`src/rtl/md_pkg.sv`:
```
// md_pkg: shared constants and state type for the MP3 data FIFO pacing engine.
package md_pkg;
  localparam int BYTE_CLKS_FULL = 18;
  localparam int BYTE_CLKS_HALF = 34;
  localparam int CNT_W = 6;
  typedef enum logic [1:0] {IDLE, SEND, WAIT} md_state_e;
endpackage

```
`src/rtl/md_fifo_if.sv`:
```
// md_fifo_if: Z80-side push/flush signals, DREQ and serializer outputs of md_fifo.
interface md_fifo_if #(parameter int DEPTH_LOG2 = 4);
  logic [7:0] wr_data;
  logic wr_stb;
  logic flush;
  logic halfspeed;
  logic md_dreq;
  logic [7:0] md_din;
  logic md_start;
  logic empty;
  logic full;
  logic [DEPTH_LOG2:0] level;
  logic ovf;
  modport master (output wr_data, wr_stb, flush, halfspeed, md_dreq,
                  input md_din, md_start, empty, full, level, ovf);
  modport slave (input wr_data, wr_stb, flush, halfspeed, md_dreq,
                 output md_din, md_start, empty, full, level, ovf);
endinterface

```
`src/rtl/md_fifo_mem.sv`:
```
// md_fifo_mem: circular byte array with wrapping read/write pointers and combinational head read.
module md_fifo_mem #(parameter int DEPTH_LOG2 = 4) (
  input  logic       cpu_clock,
  input  logic       rst_n,
  input  logic       push_i,
  input  logic       pop_i,
  input  logic       clr_i,
  input  logic [7:0] wdata_i,
  output logic [7:0] head_o
);
  logic [7:0] mem_q [2**DEPTH_LOG2];
  logic [DEPTH_LOG2-1:0] wp_q, rp_q;
  always_ff @(posedge cpu_clock)
    if (push_i) mem_q[wp_q] <= wdata_i;
  always_ff @(posedge cpu_clock or negedge rst_n)
    if (!rst_n) begin
      wp_q <= '0;
      rp_q <= '0;
    end else begin
      wp_q <= clr_i ? '0 : wp_q + DEPTH_LOG2'(push_i);
      rp_q <= clr_i ? '0 : rp_q + DEPTH_LOG2'(pop_i);
    end
  assign head_o = mem_q[rp_q];
endmodule

```
`src/rtl/md_fifo.sv`:
```
// md_fifo: byte FIFO issuing one paced serializer start per byte while DREQ is high.
// Define MD_FIFO_DREQ_SYNC_EN to pass md_dreq through a 2-flop synchronizer.
module md_fifo
  import md_pkg::*;
#(parameter int DEPTH_LOG2 = 4) (
  input logic      cpu_clock,
  input logic      rst_n,
  md_fifo_if.slave bus
);
  localparam int CW = DEPTH_LOG2 + 1;
  logic dreq_s;
`ifdef MD_FIFO_DREQ_SYNC_EN
  logic [1:0] sync_q;
  always_ff @(posedge cpu_clock or negedge rst_n)
    if (!rst_n) sync_q <= '0;
    else sync_q <= {sync_q[0], bus.md_dreq};
  assign dreq_s = sync_q[1];
`else
  assign dreq_s = bus.md_dreq;
`endif
  md_state_e state_q, state_d;
  logic [CNT_W-1:0] cnt_q, cnt_d;
  logic [CW-1:0] count_q, count_d;
  logic [7:0] din_q, din_d, head;
  logic empty_q, full_q, ovf_q, ovf_d, push, pop;
  md_fifo_mem #(.DEPTH_LOG2(DEPTH_LOG2)) u_mem (
    .cpu_clock(cpu_clock),
    .rst_n(rst_n),
    .push_i(push),
    .pop_i(pop),
    .clr_i(bus.flush),
    .wdata_i(bus.wr_data),
    .head_o(head)
  );
  // The head byte is latched on entry to SEND so md_din is stable while md_start is high.
  always_comb begin
    pop = state_q == SEND && !bus.flush && !empty_q;
    push = bus.wr_stb && !bus.flush && (!full_q || pop);
    state_d = (state_q == IDLE) ? ((!empty_q && dreq_s) ? SEND : IDLE)
            : (state_q == SEND) ? WAIT
            : ((cnt_q == CNT_W'(2)) ? IDLE : WAIT);
    cnt_d = (state_q == SEND) ? (bus.halfspeed ? CNT_W'(BYTE_CLKS_HALF) : CNT_W'(BYTE_CLKS_FULL))
          : (state_q == WAIT) ? cnt_q - CNT_W'(1) : cnt_q;
    din_d = (state_q == IDLE && state_d == SEND) ? head : din_q;
    count_d = bus.flush ? '0 : count_q + CW'(push) - CW'(pop);
    ovf_d = !bus.flush && (ovf_q || (bus.wr_stb && full_q && !pop));
  end
  always_ff @(posedge cpu_clock or negedge rst_n)
    if (!rst_n) begin
      state_q <= IDLE;
      cnt_q <= '0;
      din_q <= '0;
      count_q <= '0;
      empty_q <= 1'b1;
      full_q <= 1'b0;
      ovf_q <= 1'b0;
    end else begin
      state_q <= state_d;
      cnt_q <= cnt_d;
      din_q <= din_d;
      count_q <= count_d;
      empty_q <= count_d == '0;
      full_q <= count_d == CW'(2**DEPTH_LOG2);
      ovf_q <= ovf_d;
    end
  assign bus.md_din = din_q;
  assign bus.md_start = state_q == SEND;
  assign bus.empty = empty_q;
  assign bus.full = full_q;
  assign bus.level = count_q;
  assign bus.ovf = ovf_q;
endmodule

```
`src/flat_wrapper.sv`:
```
// flat-port wrapper written by rule: the top's interface ports become plain ports
module md_fifo_flat import md_pkg::*;
#(parameter int DEPTH_LOG2 = 4)
  (cpu_clock, rst_n, bus_wr_data, bus_wr_stb, bus_flush, bus_halfspeed, bus_md_dreq, bus_md_din, bus_md_start, bus_empty, bus_full, bus_level, bus_ovf);
  md_fifo_if #(.DEPTH_LOG2(DEPTH_LOG2)) bus_i ();
  input logic cpu_clock;
  input logic rst_n;
  input wire logic [$bits(bus_i.wr_data)-1:0] bus_wr_data;
  input wire logic [$bits(bus_i.wr_stb)-1:0] bus_wr_stb;
  input wire logic [$bits(bus_i.flush)-1:0] bus_flush;
  input wire logic [$bits(bus_i.halfspeed)-1:0] bus_halfspeed;
  input wire logic [$bits(bus_i.md_dreq)-1:0] bus_md_dreq;
  output wire logic [$bits(bus_i.md_din)-1:0] bus_md_din;
  output wire logic [$bits(bus_i.md_start)-1:0] bus_md_start;
  output wire logic [$bits(bus_i.empty)-1:0] bus_empty;
  output wire logic [$bits(bus_i.full)-1:0] bus_full;
  output wire logic [$bits(bus_i.level)-1:0] bus_level;
  output wire logic [$bits(bus_i.ovf)-1:0] bus_ovf;
  assign bus_i.wr_data = bus_wr_data;
  assign bus_i.wr_stb = bus_wr_stb;
  assign bus_i.flush = bus_flush;
  assign bus_i.halfspeed = bus_halfspeed;
  assign bus_i.md_dreq = bus_md_dreq;
  assign bus_md_din = bus_i.md_din;
  assign bus_md_start = bus_i.md_start;
  assign bus_empty = bus_i.empty;
  assign bus_full = bus_i.full;
  assign bus_level = bus_i.level;
  assign bus_ovf = bus_i.ovf;
  md_fifo #(.DEPTH_LOG2(DEPTH_LOG2)) u_core (.cpu_clock(cpu_clock), .rst_n(rst_n), .bus(bus_i));
endmodule
```
`config.mk`:
```
export PLATFORM = sky130hd
export DESIGN_NAME = md_fifo_flat
export DESIGN_NICKNAME = d
export VERILOG_FILES = /design/src/rtl/md_pkg.sv /design/src/rtl/md_fifo_if.sv /design/src/rtl/md_fifo_mem.sv /design/src/rtl/md_fifo.sv /design/src/flat_wrapper.sv
export SDC_FILE = /design/constraint.sdc
export NUM_CORES = 1
export LEC_CHECK = 0
export BUFFER_PORTS_ARGS = -buffer_cell sky130_fd_sc_hd__buf_2
export CAP_MARGIN = 20
export CORE_UTILIZATION = 58
export CTS_BUF_LIST = sky130_fd_sc_hd__clkbuf_8
export CTS_CLUSTER_SIZE = 30
export DETAILED_ROUTE_END_ITERATION = 7
export HOLD_SLACK_MARGIN = 0.15
export PLACE_DENSITY = 0.76
export SLEW_MARGIN = 10
export SYNTH_ARGS = -nofsm -noshare
export SYNTH_HDL_FRONTEND = slang
export SYNTH_SLANG_ARGS = --single-unit
export TNS_END_PERCENT = 10
```
`constraint.sdc`:
```
create_clock -name cpu_clock -period 5.85 [get_ports cpu_clock]
set_input_delay 0.2925 -clock cpu_clock [delete_from_list [all_inputs] [get_ports cpu_clock]]
set_output_delay 0.2925 -clock cpu_clock [all_outputs]
set_load 0.01 [all_outputs]
```
==> flow_metrics.tcl, run 1 <==
set metrics [dict create \
    first_pass_iters 5 \
    gp_congestion 0.806 \
    ys_seq_elements 160 \
    holdPathStages 2 \
    num_io_pins 31 \
    dp_hpwl_um 7880 \
    path_buf_inv 2 \
    fin_util_pct 66.7 \
    vias 3531 \
    finalHoldViolations 0 \
    cp_top_family "simple AND/OR/NAND/NOR gates" \
    antenna_found_initial 0 \
    synth_fp_nets 428 \
    core_sq_mm 0.0110 \
    worstPathCellList "inv_1 > ha_1 > nand2b_2 > or3_1 > nand2_1 > ha_1 > inv_1 > fa_1 > xnor2_1 > or3b_2 > a2111oi_2" \
    synthMuxAreaShare_pct 11.9 \
    grt_pass1_vias 3500 \
    drtIter0Drc 253 \
    reg2reg_depth 11 \
    max_stage_delay_ns 0.47 \
    htreeDepth 4 \
    via_per_inst 5.92 \
    ant_nets 0 \
    antenna_cells 0 \
    start_util_pct 60.1 \
    synth_adder_area_share_pct 2.58 \
    cts_buffers 17 \
    fin_crit_sh_pct 53.6 \
    reg2reg_to "u_core.bus.full" \
    die_h_um 109 \
    required_ns 6.18 \
    cpMaxStageDelayCell "or3b_2" \
    syn2layout_area_growth_pct 11.0 \
    worstSetupStartpoint "u_core.state_q[1]" \
    cts_buffer_depth 2 \
    clkTransAtPathRegs_ns 0.08 \
    clkSinkCount 160 \
    hp-start "bus_flush" \
    synth_top_family_by_area "multiplexers" \
    synth_cells 401 \
    wl_um 12300 \
    drv_cap 0 \
    fmax_mhz 319 \
    synth_edf_count 128 \
    synth_xor_area_share_pct 1.06 \
    grt_pass1_wl_um 18600 \
    clk_latency_ns 0.45 \
    synth_cell_type_count 49 \
    power_leakage_nw 2.54 \
    setup_violations 0 \
    root_buffer "clkbuf_8" \
    synth-simple-area-share_pct 6.90 \
    rsz0062_at_grt "no" \
    p_per_area_mw_per_mm2 353 \
    critPathLaunchType "flip-flop" \
    fin_worst_skew_ns 0.0149 \
    layout-drive-gt1-share_pct 21.7 \
    cts_tree "done" \
    grt_max_degree 45 \
    arrival_ns 3.47 \
    synth-main-ff-cell "edfxtp_1" \
    cp-end-kind "flip-flop" \
    drc 0 \
    synth_compound_area_share_pct 5.14 \
    seq_area_frac_synth_pct 70.4 \
    syn_avg_cell_area_sq_um 16.5 \
    holdPathEnd "u_core.bus.level[3]" \
    port_buffers 30 \
    worstPathMaxFanout 10 \
    worstMarginPinSlew_ns 1.09 \
    status "complete, no violations" \
    critPathKind "reg -> reg" \
    async_flop_share_pct 20.0 \
    timing.rr.start "u_core.state_q[1]" \
    cts.repair.resized 0 \
    final_cell_area_sq_mm 0.00733 \
    num_rows 38 \
    fin_tns_setup_ns 0 \
    yosys_warnings 0 \
    placed_area_sq_mm 0.00690 \
    hp-class "in -> reg" \
    die-width_um 109 \
    final.min_clock_period_ns 3.14 \
    syn_area_sq_mm 0.00660 \
    gr-usage-all-layers_pct 22.3 \
    r2r_slack_ns 2.71 \
    gr-total-overflow 0 \
    relSlewSlack_pct 27.0 \
    detail_route.wl_per_cell_um 20.6 \
    die_area_sq_mm 0.0118 \
    drv_slew 0 \
    fillers 745 \
    ir_worst_vdd_mv 0.186 \
    layout.nets 470 \
]
==> through the flow <==
stage                     instances  setup WS [ns]  power [W]  hold WS, ns
final                           596           2.71    0.00259        0.228
after global routing            596           2.54    0.00269        0.218
after CTS                       595           2.71    0.00260        0.206
after detailed placement        560           2.75    0.00182        0.400
after global placement          560           2.88    0.00180        0.387
after floorplan                 401           2.81    0.00168     -0.00309
==> kinds of logic after synthesis <==
family / count (synthesis)
buf+inv: 29
flops: 160
mux: 56
simple gates: 87
compound gates: 48
fa+ha+maj: 13
xor+xnor: 8
==> where the power goes <==
group / internal, W / switching [W] / total, W / leakage [nW]
clock: 0.000361 / 0.000427 / 0.000788 / 0.188
combinational: 0.000183 / 0.000244 / 0.000428 / 0.791
sequential: 0.00131 / 0.0000581 / 0.00137 / 1.56
total: 0.00186 / 0.000730 / 0.00259 / 2.54
==> synthesized netlist by cell type (3+ instances only) <==
library cell    n  share of area (%)
edfxtp_1      128                 58
mux2i_1        35                5.3
dfrtp_1        31                 12
nor2_1         23                1.3
mux4_2         15                5.1
nand2_1        14               0.80
o21ai_0        13               0.99
a22oi_1        12                1.4
ha_1           12                2.3
inv_1          12               0.68
nor2b_1        12                1.1
nand3_1        10               0.76
clkbuf_1        7               0.40
a21oi_1         6               0.45
a32oi_1         5               0.66
buf_2           5               0.38
nor3_1          5               0.38
mux2_2          4               0.68
nand2b_1        4               0.38
xnor2_1         4               0.53
xor2_1          4               0.53
buf_4           3               0.34
nand3b_1        3               0.34
nor3b_1         3               0.34
==> worst reg2reg max path: stages, from the launching register on <==
cell,delay [ns]
dfrtp_1,0.40
inv_1,0.08
ha_1,0.33
nand2b_2,0.14
or3_1,0.38
nand2_1,0.09
ha_1,0.17
inv_1,0.06
fa_1,0.41
xnor2_1,0.18
or3b_2,0.47
a2111oi_2,0.33
==> how the worst max path moves through the flow <==
| stage | endpoint | depth (start not counted) |
|---|---|---|
| CTS | u_core.bus.full | 11 |
| global placement | u_core.bus.full | 11 |
| finish | u_core.bus.full | 11 |
| detailed placement | u_core.bus.full | 11 |
| global route | u_core.bus.full | 11 |
| floorplan | u_core.bus.full | 12 |
==> what timing repair did <==
action | in CTS | in global routing
hold endpoints to repair | 34 | 0
buffers inserted | 0 | 0
hold buffers | 3 | 0
==> per-layer routing <==
| layer | vias to the layer above | wire (um) | track usage, % |
|---|---|---|---|
| li1 | 1627 | - | - |
| met1 | 1778 | 5410 | 31.5 |
| met2 | 107 | 5990 | 34.2 |
| met3 | 19 | 645 | 4.66 |
| met4 | 0 | 244 | 9.56 |
| met5 | - | 0 | 0 |
==> cells in the final DEF, fill, tap and decap left out, types with 5 or more instances in the layout <==
cell        n
clkbuf_8   18
edfxtp_1  128
buf_2      30
a32oi_1     5
nor3_1      5
o21ai_0    13
nor2b_1    12
nand3_1    10
dfrtp_1    30
mux2i_1    35
buf_4       7
nor2_1     23
mux4_2     15
nand2_1    14
ha_1       12
a22oi_1    12
a21oi_1     6
inv_1      12
==> area by class of cell <==
type | count | area [sq um] | share of cell area [%]
flip-flops and latches | 160 | 4650 | 63.4
multi-input cells | 212 | 1840 | 25.1
clock buffers | 18 | 248 | 3.38
repair buffers | 40 | 233 | 3.18
well taps | 140 | 175 | 2.39
clock inverters | 14 | 143 | 1.95
inverters | 12 | 45.0 | 0.615
==> flip-flops by register name (all words and copies together) (netlist names) <==
name and flops:
u_core.state_q 2, u_core.bus.empty 1, u_core.u_mem.rp_q 4, u_core.bus.full 1, u_core.cnt_q 6, u_core.bus.level 5, u_core.u_mem.wp_q 4, u_core.bus.md_din 8
u_core.u_mem.mem_q 128, u_core.bus.ovf 1
No activity file was read; power rests on OpenSTA's default activity.
==> run 2, diff against run 1 <==
Settings changed: ABC_AREA set to 1.
Clock period 5.85 ns to 3 ns, I/O delays scaled along.
==> run 2 against run 1 <==
  * Critical path depth rose by 5
  * Flip-flop and latch count did not move
  * First-iteration DRC count rose by 81%
  * Setup slack got worse by 2.4 ns
  * Core utilization fell by 0.64 points
  * Hold slack got worse by 0.074 ns
  * Combinational power rose by 60%
  * Final cell count rose by 38%
  * Clock skew barely moved
  * Synthesized cell count rose by 56%
  * Sequential power rose by 93%
  * Register-to-register slack got worse by 2.4 ns
  * Critical path type unchanged
==> flow_metrics.tcl, run 2 <==
set metrics [dict create \
    fmax_mhz 374 \
    critPathLaunchType "flip-flop" \
    drc 0 \
    grt_pass1_vias 4525 \
    synth_cell_type_count 30 \
    final_cells 821 \
    reg2reg_to "u_core.bus.full" \
    first_pass_iters 6 \
    synth_most_common_cell "nand2_1" \
    synth_cells 624 \
    clk_latency_ns 0.46 \
    layout_common_cells "nand2_1, edfxtp_1, nand3_1" \
    root_buffer "clkbuf_8" \
    drtIter0Drc 458 \
    synth.area.top_cells "edfxtp_1, nand2_1, dfrtp_1, nand3_1, nor2_1" \
    arrival_ns 3.05 \
    yosysTopAreaCell "edfxtp_1" \
    start_util_pct 59.8 \
    setup_violations 0 \
    fin_worst_skew_ns 0.0145 \
    port_buffers 30 \
    dp_hpwl_um 9800 \
    synth-main-ff-cell "edfxtp_1" \
    grt_max_degree 66 \
    final_common_cell "nand2_1" \
    clkTransAtPathRegs_ns 0.09 \
    layout.nets 692 \
    status "complete, no violations" \
    ant_nets 0 \
    relSlewSlack_pct 52.4 \
    grt-busiest-layer "met2" \
    htreeDepth 4 \
    gr-total-overflow 0 \
    ir_worst_vdd_mv 0.405 \
    grt_pass1_wl_um 23800 \
    antenna_found_initial 0 \
    gp_congestion 0.858 \
    drv_cap 0 \
    worstMarginPinSlew_ns 0.714 \
    fin_crit_sh_pct 89.1 \
    timing.rr.start "u_core.state_q[1]" \
    die-width_um 110 \
    cts_buffers 17 \
    layout-drive-gt1-share_pct 11.1 \
    synth_edf_count 128 \
    synth.top_cell.area_share_pct 56.3 \
    drv_slew 0 \
    r2r_slack_ns 0.33 \
    rsz0062_at_grt "no" \
    ys_seq_elements 160 \
    detail_route.wl_per_cell_um 18.5 \
    required_ns 3.38 \
    final.min_clock_period_ns 2.67 \
    power_leakage_nw 3.05 \
    cp-endpoint "u_core.bus.full" \
    num_io_pins 31 \
    fin_util_pct 66.1 \
    async_flop_share_pct 20.0 \
    synth_common_cells "nand2_1, edfxtp_1, nand3_1" \
    worstSetupStartpoint "u_core.state_q[1]" \
    worstPathMaxFanout 7 \
    cp-end-kind "flip-flop" \
    cts_tree "done" \
    syn_area_sq_mm 0.00682 \
    syn_avg_cell_area_sq_um 10.9 \
    num_rows 39 \
    yosys_warnings 0 \
    critPathKind "reg -> reg" \
    use_met2_pct 40.5 \
    fin_tns_setup_ns 0 \
    hp-class "in -> reg" \
    synth_fp_nets 651 \
    cts_setup_buffers 0 \
    via_per_inst 5.75 \
    place_inst 777 \
    syn2layout_area_growth_pct 10.6 \
    holdWs_ns 0.154 \
    use_met1_pct 37.4 \
    cts_buffer_depth 2 \
    gr-usage-all-layers_pct 26.4 \
    vias 4724 \
    regMostFlops "u_core.u_mem.mem_q" \
    wl_um 15200 \
    clkSinkCount 160 \
    die_area_sq_mm 0.0122 \
    use_met3_pct 4.83 \
    antenna_cells 0 \
    die_h_um 110 \
    core_sq_mm 0.0114 \
    p_per_area_mw_per_mm2 652 \
    finalHoldViolations 0 \
    largest_reg_flops 128 \
    reg2reg_depth 16 \
    seq_area_frac_synth_pct 68.1 \
]
run 2: final cells by class:
type,count,area (sq um)
sequential,160,4650
fill,858,3870
multi-input combinational,403,1880
timing repair buffer,45,293
clock buffer,17,234
tap,143,179
clock inverter,15,170
inverter,38,145
run 2: cell families (layout without fill, tap and decap cells):
family                   after synthesis  after routing  share of synthesized area [%]
AO/OA/AOI/OAI                         35             35                           2.79
XOR/XNOR                               3              3                          0.385
adder cells (fa/ha/maj)               13             13                           2.49
buffers and inverters                 61            115                           4.38
flip-flops                           160            160                           68.1
AND/OR/NAND/NOR                      352            352                           21.9
run 2: per-layer routing:
layer / vias to the layer above / share of wire, %
met5: - / 0
met4: 0 / 2.9
met3: 43 / 8.1
met2: 237 / 47
met1: 2258 / 42
li1: 2186 / -
run 2: critical path: stages, from the launching register on:
cell and delay (ns):
dfrtp_1 0.39, inv_1 0.09, ha_1 0.32, nand3_4 0.14, nor2_1 0.19, inv_1 0.08, nand2_1 0.07, ha_1 0.18
inv_1 0.06, fa_1 0.35, inv_1 0.10, nand3_1 0.09, nand3_1 0.11, nand2_1 0.06, nor2_1 0.19, inv_1 0.08
nor2_1 0.10
run 2: how the worst min path moves through the flow:
| stage | from | end | slack (ns) | cells past startpoint |
|---|---|---|---|---|
| after detailed placement | rst_n | u_core.bus.md_din[2] | 0.24 | 1 |
| after global routing | bus_wr_data[1] | u_core.u_mem.mem_q[6][1] | 0.15 | 1 |
| final | bus_wr_data[1] | u_core.u_mem.mem_q[6][1] | 0.15 | 1 |
| after floorplan | rst_n | u_core.bus.full | -0.15 | 0 |
| after CTS | bus_wr_data[3] | u_core.u_mem.mem_q[6][3] | 0.15 | 1 |
| after global placement | rst_n | u_core.cnt_q[2] | 0.24 | 1 |
run 2: timing repair:
action | in CTS | in global routing
hold endpoints to repair | 113 | 0
gates resized for setup | 0 | 0
hold buffers | 12 | 0
run 2: stage by stage:
stage	setup WS, ns	total power [W]	area, sq um
finish	0.327	0.00492	7550
global route	0.0776	0.00513	7550
CTS	0.345	0.00493	7550
detailed placement	0.381	0.00336	7020
global placement	0.544	0.00333	7020
floorplan	0.647	0.00311	6820
run 2: power breakdown:
| group | total, W | internal (W) | switching (W) |
|---|---|---|---|
| registers | 0.00265 | 0.00255 | 0.0000976 |
| logic | 0.000684 | 0.000248 | 0.000435 |
| clock network | 0.00159 | 0.000815 | 0.000776 |
| total | 0.00492 | 0.00361 | 0.00131 |
